[src/rtl/cache_controller.sv]
// Direct-mapped cache controller: sequences tag compare, dirty writeback and
// line fill against a registered data array and a line-wide backing memory.
module cache_controller #(
    parameter int unsigned s_offset = 5,
    parameter int unsigned s_index  = 3
) (
    input  logic                     clk,
    input  logic                     rst,
    input  logic                     mem_read,
    input  logic                     mem_write,
    input  logic [31:0]              mem_address,
    input  logic [2**s_offset-1:0]   mem_byte_enable,
    output logic                     mem_resp,
    output logic                     array_read,
    output logic [2**s_offset-1:0]   array_write_en,
    output logic [s_index-1:0]       array_index,
    output logic                     array_datain_sel,
    output logic                     pmem_read,
    output logic                     pmem_write,
    output logic [31:0]              pmem_address,
    input  logic                     pmem_resp
);

    localparam int unsigned num_sets = 2 ** s_index;
    localparam int unsigned tag_w    = 32 - s_index - s_offset;

    typedef enum logic [2:0] {IDLE, COMPARE, WRITEBACK, FILL, RELOAD} state_t;

    state_t              state;
    logic [tag_w-1:0]    tags [num_sets];
    logic [num_sets-1:0] valid;
    logic [num_sets-1:0] dirty;
    logic [tag_w-1:0]    req_tag;
    logic [s_index-1:0]  req_idx;
    logic                req_write;

    logic [tag_w-1:0]    addr_tag;
    logic [s_index-1:0]  addr_idx;
    logic                hit;
    logic                fill_done;
    logic                unused_offset_bits;

    assign addr_tag           = mem_address[31 -: tag_w];
    assign addr_idx           = mem_address[s_offset +: s_index];
    assign hit                = valid[req_idx] && (tags[req_idx] == req_tag);
    assign fill_done          = (state == FILL) && pmem_read && pmem_resp;
    assign unused_offset_bits = ^mem_address[s_offset-1:0];

    // Tags need no reset: valid bits gate every use.
    always_ff @(posedge clk) begin
        if (fill_done)
            tags[req_idx] <= req_tag;
    end

    always_ff @(posedge clk or posedge rst) begin
        if (rst) begin
            state            <= IDLE;
            valid            <= '0;
            dirty            <= '0;
            req_tag          <= '0;
            req_idx          <= '0;
            req_write        <= 1'b0;
            mem_resp         <= 1'b0;
            array_read       <= 1'b0;
            array_write_en   <= '0;
            array_index      <= '0;
            array_datain_sel <= 1'b0;
            pmem_read        <= 1'b0;
            pmem_write       <= 1'b0;
            pmem_address     <= '0;
        end else begin
            mem_resp         <= 1'b0;
            array_read       <= 1'b0;
            array_write_en   <= '0;
            array_datain_sel <= 1'b0;
            case (state)
                // mem_resp high means the CPU is still holding the finished request.
                IDLE: begin
                    if ((mem_read || mem_write) && !mem_resp) begin
                        req_tag     <= addr_tag;
                        req_idx     <= addr_idx;
                        req_write   <= mem_write;
                        array_index <= addr_idx;
                        array_read  <= 1'b1;
                        state       <= COMPARE;
                    end
                end
                COMPARE: begin
                    if (hit) begin
                        mem_resp <= 1'b1;
                        if (req_write) begin
                            array_write_en   <= mem_byte_enable;
                            dirty[req_idx]   <= 1'b1;
                        end
                        state <= IDLE;
                    end else if (valid[req_idx] && dirty[req_idx]) begin
                        pmem_write   <= 1'b1;
                        pmem_address <= {tags[req_idx], req_idx, {s_offset{1'b0}}};
                        state        <= WRITEBACK;
                    end else begin
                        pmem_read    <= 1'b1;
                        pmem_address <= {req_tag, req_idx, {s_offset{1'b0}}};
                        state        <= FILL;
                    end
                end
                // One idle bus cycle separates the writeback from the fill.
                WRITEBACK: begin
                    if (pmem_resp) begin
                        pmem_write   <= 1'b0;
                        pmem_address <= {req_tag, req_idx, {s_offset{1'b0}}};
                        state        <= FILL;
                    end
                end
                FILL: begin
                    if (!pmem_read) begin
                        pmem_read <= 1'b1;
                    end else if (pmem_resp) begin
                        pmem_read        <= 1'b0;
                        pmem_address     <= '0;
                        array_write_en   <= '1;
                        array_datain_sel <= 1'b1;
                        valid[req_idx]   <= 1'b1;
                        dirty[req_idx]   <= 1'b0;
                        state            <= RELOAD;
                    end
                end
                RELOAD: begin
                    array_read <= 1'b1;
                    state      <= COMPARE;
                end
                default: state <= IDLE;
            endcase
        end
    end

endmodule

[config.mk]
export PLATFORM = sky130hd
export DESIGN_NAME = cache_controller
export DESIGN_NICKNAME = d
export VERILOG_FILES = /design/src/rtl/cache_controller.sv
export SDC_FILE = /design/constraint.sdc
export NUM_CORES = 1
export LEC_CHECK = 0
export ABC_AREA = 1
export CAP_MARGIN = 10
export CORE_MARGIN = 2
export CORE_UTILIZATION = 40
export DETAILED_ROUTE_END_ITERATION = 10
export GPL_ROUTABILITY_DRIVEN = 0
export HOLD_SLACK_MARGIN = 0.1
export SLEW_MARGIN = 10
export SYNTH_ARGS = -nofsm -noshare
export SYNTH_HDL_FRONTEND = slang
export SYNTH_SLANG_ARGS = --single-unit
export TNS_END_PERCENT = 5
[constraint.sdc]
create_clock -name clk -period 4.9 [get_ports clk]
set_clock_uncertainty 0.2 [all_clocks]
set_input_delay 0.98 -clock clk [delete_from_list [all_inputs] [get_ports clk]]
set_output_delay 0.98 -clock clk [all_outputs]
set_load 0.005 [all_outputs]
==> flow_summary.toml, run 1 <==
[timing]
period_minus_slack_ns = 3.826
tns_ns = 0
whs_ns = 0.2577
setup_viol = 0
hold_violations = 0
worst_slew_pin_slew_ns = 1.040
fmax_mhz = 261.4
rsz0062_at_grt = "false"
period_share_pct = 78.09
max_slew_margin_pct = 30.70
finalMaxSlewViolations = 0

[clock_tree]
cts_tree = "built"
clock_latency_ns = 0.51
cts_max_level = 2
cts_inserted_buffers = 34
cts_resized = 0
cts.sinks = 303
hold_buffers = 0
cts_setup_buffers = 0
clock_tree.root_cell = "clkbuf_16"
path_clk_slew_ns = 0.06
cts_buffer_depth = 3

[worst_setup_path]
crit_type = "register to register"
regToRegStartpoint = "req_idx[1]"
cp-start-kind = "register"
max_stage_delay_ns = 0.71
crit_chain = "nand2_2 -> inv_2 -> nand3_1 -> nand4_1 -> nand2_1 -> nand2_1 -> nand2_1 -> nor2_1 -> nand2_1 -> nor2_1 -> nand3_2 -> nand2_1 -> buf_4 -> nand2_1 -> nand2_1"
critPathRequiredTime_ns = 5.14
critical_path_buf_inv_count = 2
path_delay_family = "simple AND/OR/NAND/NOR gates"
r2r_slack_ns = 1.07
reg2regPathDepth = 15
critPathMaxFanout = 18
critPathSlowestCell = "dfrtp_1"
arrival_ns = 4.07
cpMostUsedCell = "nand2_1"
crit_path_end_kind = "register"
r2r_end = "pmem_address[13]"

[yosys]
netlist_instances = 1422
ys_seq_elements = 303
post_synth.cell_area_avg_sq_um = 9.333
synth_top_area_cell = "edfxtp_1"
yosysWarnings = 0
synth_top_area_share_pct = 43.44
ys_seq_area_share_pct = 64.37
ys_top_cells_by_area = "edfxtp_1 (43%), dfrtp_1 (21%), nand2_1 (13%)"
synth.distinct_cells = 27
syn_area_sq_um = 13270

[power_and_ir_drop]
leakage_nw = 7.262
power_density_nw_per_um2 = 616.2
vdd.ir_drop.worst_mv = 0.3329

[finish]
area_delta_synth_final_pct = 21.83
layout-drive-gt1-share_pct = 7.297
fin_nets = 1622
utilization_pct = 49.57
fill_cells = 2988
n_antenna_cell = 0

[placement]
io_buffers = 130
dp_hpwl_um = 20390

[drt]
ant_nets = 0
highest-signal-layer = "met4"
wire_per_inst_um = 16.74
drt_iter0_markers = 696
wl_met1_um = 14720
drtPass1Iterations = 6
vias = 9790
wl_met2_um = 16720
detailroute.wirelength.met3_um = 1550
drc = 0
viasPerCell = 4.851
drt-total-wl_um = 33790

[worst_hold_path]
whs_path_depth = 2
hold_class = "register to register"
holdCritStartpoint = "valid[2]"
hold_end = "valid[2]"

[floorplan]
rows = 66
pin_count = 141
dieHeight_um = 186.2
start_util_pct = 40.69
die_x_um = 186.2
dieArea_sq_um = 34650
coreArea_sq_um = 32620

[grt]
grt_pass1_vias = 9241
grt_pass1_wl_um = 51840
grt_overflow_total = 0
grt_start_max_net_pins = 89
grt_usage_pct = 19.89
antenna_found_initial = 0

[run]
cap_viol_max_count = 0

[outcome]
status = "complete, no violations"
worst max path at each step:
stage,depth (start not counted),endpoint,slack [ns],from
final,15,pmem_address[13],1.07,req_idx[1]
after global routing,17,pmem_address[13],0.75,req_idx[1]
after CTS,15,pmem_address[22],1.05,req_idx[1]
after detailed placement,15,pmem_address[13],1.05,req_idx[1]
after global placement,14,pmem_address[26],1.12,req_idx[1]
after floorplan,1,async pin,0.79,rst
power by group:
group	internal [W]	leakage, nW	total (W)	switching (W)
Clock	0.00144	0.519	0.00242	0.000988
Combinational	0.00131	3.68	0.00372	0.00241
Sequential	0.00338	3.06	0.00381	0.000438
Total	0.00613	7.26	0.00996	0.00384
cells in the final DEF (no fill, tap or decap), drive strengths merged:
cell,count
clkdlybuf4s50,130
nor3,4
inv,205
nand4,13
edfxtp,192
nand3,114
mux2,1
o211ai,8
a211oi,1
nor2,115
dfrtp,111
buf,29
o21ai,94
a21oi,30
nand3b,3
clkbuf,52
conb,5
bufinv,1
or2,15
clkinv,7
nand2,446
stage by stage:
step | power, W | cells | instance area [sq um] | setup WS, ns
3_5_place_dp | 0.007587 | 1959 | 15110 | 1.046
2_1_floorplan | 0.006068 | 1426 | 13290 | 0.7893
5_1_grt | 0.01065 | 2018 | 16170 | 0.7515
6_report | 0.009963 | 2018 | 16170 | 1.074
4_1_cts | 0.01002 | 2018 | 16170 | 1.045
3_3_place_gp | 0.007518 | 1959 | 15110 | 1.121
flip-flops by register name, indices dropped and copies added, names as in the netlist, named ones only:
signal and cells:
pmem_read 1, req_write 1, tags 192, array_write_en 32
pmem_write 1, mem_resp 1, req_tag 24, array_datain_sel 1
req_idx 3, state 3, pmem_address 27, array_read 1
valid 8
synth_stat cells:
library cell	n
buf_4	13
nand3b_1	3
buf_2	23
nand4_1	13
nor3_1	4
o21ai_1	21
nand3_2	1
edfxtp_1	192
o211ai_1	8
inv_2	4
o21ai_0	73
nand2_2	2
nand3_1	113
dfrtp_1	111
clkbuf_1	30
conb_1	1
nor2_1	112
a211oi_1	1
clkinv_1	1
buf_6	1
buf_1	1
nand2_1	444
or2_2	15
nor2_2	3
mux2_2	1
inv_1	201
a21oi_1	30
area by class of cell:
type | count | area (sq um) | area share (%)
multi-input cells | 849 | 3674 | 22.72
clock inverters | 7 | 82.58 | 0.5108
clock buffers | 52 | 979.7 | 6.059
repair buffers | 159 | 1556 | 9.627
inverters | 206 | 775.7 | 4.798
flip-flops and latches | 303 | 8547 | 52.86
well taps | 442 | 553.0 | 3.421
cell families (layout without fill, tap and decap cells):
logic type	count (synthesis)	after routing	share of synthesized area [%]
AND/OR/NAND/NOR	710	710	21.94
multiplexers	1	1	0.08484
other	1	5	0.02826
AO/OA/AOI/OAI	133	133	5.185
buffers and inverters	274	424	8.391
flip-flops	303	303	64.37
tightest hold or removal path: stages, from the launching register on:
cell and delay [ns]:
dfrtp_1 0.32, inv_1 0.04, o21ai_0 0.06
metal layers:
metal / up-vias / global-route usage (%)
li1: 4787 / -
met1: 4694 / 27.02
met2: 258 / 33.49
met3: 51 / 2.570
met4: 0 / 6.047
met5: - / 0
No activity file was read; power rests on OpenSTA's default activity.
==> inputs of run 2 (changes only) <==
clock period = 3.85 ns   (was 4.9 ns; I/O delays follow)
==> run 2 against run 1 <==
- maximum frequency increased by 13%
- wire length increased by 0.60%
- cell count increased by 0.79%
- first-iteration DRC count decreased by 6.8%
- sequential share of layout area decreased by 0.77 points
- register-to-register slack got worse by 0.60 ns
- total power increased by 30%
- global-route usage decreased by 0.087 points
- critical endpoint is now pmem_address[18]
- highest routed layer unchanged
==> flow_summary.toml, run 2 (same netlist as run 1, synthesis figures left out) <==
[run]
cap_viol_max_count = 0

[finish]
final_common_cell = "nand2_1"
layout-drive-gt1-share_pct = 7.852
mostFrequentLayoutCells = "nand2_1 (444), inv_1 (200), edfxtp_1 (192)"
fill_cells = 2968
area_delta_synth_final_pct = 23.62
instances_no_fill = 2034
largest_reg_flops = 192
regArea_sq_um = 8547
reg_top3 = "tags (192), array_write_en (32), pmem_address (27)"
n_antenna_cell = 0
multi_input_area_sq_um = 3674
utilization_pct = 50.30
regMostFlops = "tags"
fin_nets = 1634

[drt]
drt_iter0_markers = 649
ant_nets = 0
drc = 0
viasPerCell = 4.823
wire_per_inst_um = 16.71
drtPass1Iterations = 5
vias = 9810
drt-total-wl_um = 33990

[worst_setup_path]
critPathRequiredTime_ns = 4.10
cp-start-kind = "register"
r2r_slack_ns = 0.48
critPathMaxFanout = 24
reg2regPathDepth = 16
crit_path_end_kind = "register"
crit_type = "register to register"
arrival_ns = 3.62

[floorplan]
dieHeight_um = 186.2
coreArea_sq_um = 32620
pin_count = 141
dieArea_sq_um = 34650
rows = 66
die_x_um = 186.2
start_util_pct = 40.69

[timing]
tns_ns = 0
period_minus_slack_ns = 3.374
worst_slew_pin_slew_ns = 0.8486
rsz0062_at_grt = "false"
setup_viol = 0
fin_ws_ns = 0.4765
fmax_mhz = 296.4
hold_violations = 0
whs_ns = 0.2536
period_share_pct = 87.62
finalMaxSlewViolations = 0
max_slew_margin_pct = 43.36

[outcome]
status = "complete, no violations"

[placement]
dp_hpwl_um = 20570
dp_slack_ns = 0.4414
post-place-cells = 1969
io_buffers = 130

[clock_tree]
cts_inserted_buffers = 36
clock_latency_ns = 0.52
path_clk_slew_ns = 0.06
cts.sinks = 303
cts_tree = "built"
cts_buffer_depth = 3
cts_resized = 0
cts_max_level = 2
cts_setup_buffers = 0
hold_buffers = 0
clock_tree.root_cell = "clkbuf_16"

[power_and_ir_drop]
leakage_nw = 7.364
power_density_nw_per_um2 = 789.0
vdd.ir_drop.worst_mv = 0.5471

[worst_hold_path]
whs_path_depth = 2
hold_class = "register to register"

[grt]
grt_overflow_total = 0
grt_usage_pct = 19.81
grt_start_max_net_pins = 112
grt_pass1_wl_um = 51790
grt_pass1_vias = 9402
antenna_found_initial = 0
## run 2: changes by cell type in the layout (fill, tap and decap cells not counted), sizes merged
cell | previous run | this run
clkinv | 7 | 11
bufinv | 1 | 2
buf | 29 | 39
clkinvlp | 0 | 1
clkbuf | 52 | 53
inv | 205 | 204
## run 2: critical path: stages, from the launching register on
cell	delay (ns)
dfrtp_1	0.71
inv_2	0.24
nor2_2	0.15
buf_4	0.29
nand3_1	0.15
nand2_1	0.09
nor2_1	0.04
nand2_1	0.05
nand2_1	0.07
nor2_1	0.22
nand3_1	0.14
nor2_1	0.17
nand3_2	0.10
nand2_1	0.28
buf_12	0.25
nand2_1	0.07
nand2_1	0.07
## run 2: final timing paths
path                            start                to
setup / recovery           req_idx[1]  pmem_address[18]
hold / removal               valid[6]          valid[6]
setup reg to reg           req_idx[1]  pmem_address[18]
hold reg to reg              valid[6]          valid[6]
max in group asynchronous         rst        req_idx[0]
min in group asynchronous         rst        req_idx[0]
## run 2: report_power, final
part	switching, W	total [W]	internal, W	leakage, nW
registers	0.000507	0.00481	0.00430	3.06
clock network	0.00128	0.00323	0.00195	0.547
logic	0.00313	0.00491	0.00178	3.76
total	0.00492	0.0129	0.00803	7.36
## run 2: layout make-up
cell class,instances,share of cell area (%)
sequential,303,52.10
multi-input combinational,849,22.39
timing repair buffer,169,10.56
clock buffer,53,6.139
inverter,206,4.736
tap,442,3.371
clock inverter,12,0.7093
## run 2: layer usage
metal | wire, um | up-vias | global-route usage (%)
met1 | 14860 | 4682 | 26.50
li1 | - | 4800 | -
met5 | 0 | - | 0
met2 | 16340 | 264 | 33.26
met3 | 1931 | 64 | 3.252
met4 | 862 | 0 | 6.079
## run 2: through the flow
stage | power (W) | instance area (sq um)
after floorplan | 0.007724 | 13290
after global placement | 0.009709 | 15280
after detailed placement | 0.009800 | 15280
after CTS | 0.01304 | 16410
after global routing | 0.01381 | 16410
final | 0.01294 | 16410
==> inputs of run 3 (changes only) <==
PLACE_DENSITY = 0.62   (was not set)
==> run 3 against run 2 <==
- global-route usage down 0.12 points
- maximum frequency rose by 1.4%
- sequential power grew 1%
- via count is 0.29% higher
- register-to-register slack gained 0.05 ns
- total power down 0.12%
- critical path type unchanged
- highest routed layer unchanged
==> flow_summary.toml, run 3 (same netlist as run 1, synthesis figures left out) <==
[timing]
fmax_mhz = 300.5
fin_ws_ns = 0.5224
period_share_pct = 86.43
worst_slew_pin_slew_ns = 0.8597
max_slew_margin_pct = 42.69
period_minus_slack_ns = 3.328
tns_ns = 0
rsz0062_at_grt = "false"
finalMaxSlewViolations = 0
hold_violations = 0
setup_viol = 0

[worst_setup_path]
critical_path_buf_inv_count = 4
arrival_ns = 3.56
crit_type = "register to register"
critPathMaxFanout = 51
crit_chain = "inv_2 -> buf_12 -> nand2_1 -> inv_1 -> nand2_1 -> nand2_1 -> nor2_1 -> nand2_1 -> nand2_1 -> nand2_1 -> nor2_1 -> nand2_1 -> nor2_1 -> nand3_2 -> nand2_2 -> buf_4 -> nand2_1 -> nand2_1"
critPathSlowestCell = "dfrtp_4"
cpMostUsedCell = "nand2_1"
path_delay_family = "simple AND/OR/NAND/NOR gates"
crit_path_end_kind = "register"
cp-start-kind = "register"
max_stage_delay_ns = 0.74
critPathRequiredTime_ns = 4.09
r2r_slack_ns = 0.52

[floorplan]
dieArea_sq_um = 34650
dieHeight_um = 186.2
die_x_um = 186.2
start_util_pct = 40.69
pin_count = 141
rows = 66
coreArea_sq_um = 32620

[placement]
io_buffers = 130
placed_area_sq_um = 15260
dp_slack_ns = 0.2881
dp_hpwl_um = 21040

[outcome]
status = "complete, no violations"

[clock_tree]
cts_buffer_depth = 3
hold_buffers = 0
cts_resized = 0
cts_tree = "built"
cts.sinks = 303
cts_setup_buffers = 0
cts_max_level = 2
clock_tree.root_cell = "clkbuf_16"
cts_inserted_buffers = 35
path_clk_slew_ns = 0.06
clock_latency_ns = 0.50

[finish]
final_common_cell = "nand2_1"
layout-drive-gt1-share_pct = 8.349
area_delta_synth_final_pct = 23.44
n_antenna_cell = 0
regMostFlops = "tags"
fin_nets = 1637
fill_cells = 2933
mostFrequentLayoutCells = "nand2_1 (443), inv_1 (200), edfxtp_1 (192)"
final_area_sq_um = 16380
reg_top3 = "tags (192), array_write_en (32), pmem_address (27)"
largest_reg_flops = 192

[drt]
drt_iter0_markers = 802
ant_nets = 0
drt-total-wl_um = 33950
viasPerCell = 4.834
vias = 9838
drc = 0
wire_per_inst_um = 16.68
drtPass1Iterations = 5

[power_and_ir_drop]
power_density_nw_per_um2 = 789.2
vdd.ir_drop.worst_mv = 0.4008
leakage_nw = 7.367

[grt]
grt_pass1_wl_um = 51830
grt_pass1_vias = 9288
grt_usage_pct = 19.69
grt_overflow_total = 0
antenna_found_initial = 0
grt_start_max_net_pins = 61

[run]
cap_viol_max_count = 0

[worst_hold_path]
hold_class = "register to register"
[run 3: final timing paths]
path                             from                  to  depth (start not counted)
min reg2reg                  valid[0]            valid[0]                          2
max in group asynchronous         rst          req_idx[0]                          3
max reg2reg                req_idx[0]    pmem_address[17]                         18
min in group asynchronous         rst  array_write_en[15]                          2
max                        req_idx[0]    pmem_address[17]                         18
min                          valid[0]            valid[0]                          2
[run 3: per-stage QoR]
stage | hold WS (ns) | std cells | utilization [%] | power [W]
6_report | 0.2580 | 2035 | 50.22 | 0.01293
5_1_grt | 0.2796 | 2035 | 50.22 | 0.01378
4_1_cts | 0.2563 | 2035 | 50.21 | 0.01302
3_5_place_dp | 0.2445 | 1973 | 46.79 | 0.009790
3_3_place_gp | 0.2355 | 1973 | 46.79 | 0.009677
2_1_floorplan | 0.2240 | 1426 | - | 0.007724
[run 3: layout make-up]
type	instances	area, sq um	area share, %
sequential	303	8547	52.17
tap	442	553.0	3.376
multi-input combinational	849	3676	22.44
timing repair buffer	173	1712	10.45
clock buffer	52	1042	6.362
clock inverter	10	75.07	0.4583
inverter	206	777.0	4.743
[run 3: worst min-delay path, cell delays in order (launching register included)]
cell and delay [ns]:
dfrtp_1 0.32, inv_1 0.05, o21ai_0 0.06
[run 3: routing by layer]
layer / vias to the layer above / track usage [%] / wire [um] / part of all wire (%)
met5: - / 0 / 0 / 0
li1: 4816 / - / - / -
met2: 256 / 32.73 / 16430 / 48
met4: 0 / 6.173 / 846 / 2.5
met3: 58 / 2.823 / 1782 / 5.2
met1: 4708 / 26.83 / 14890 / 44
[run 3: report_power, final]
group,internal (W),switching [W]
clock,0.00194,0.00127
sequential,0.00430,0.000561
combinational,0.00177,0.00309
total,0.00801,0.00492
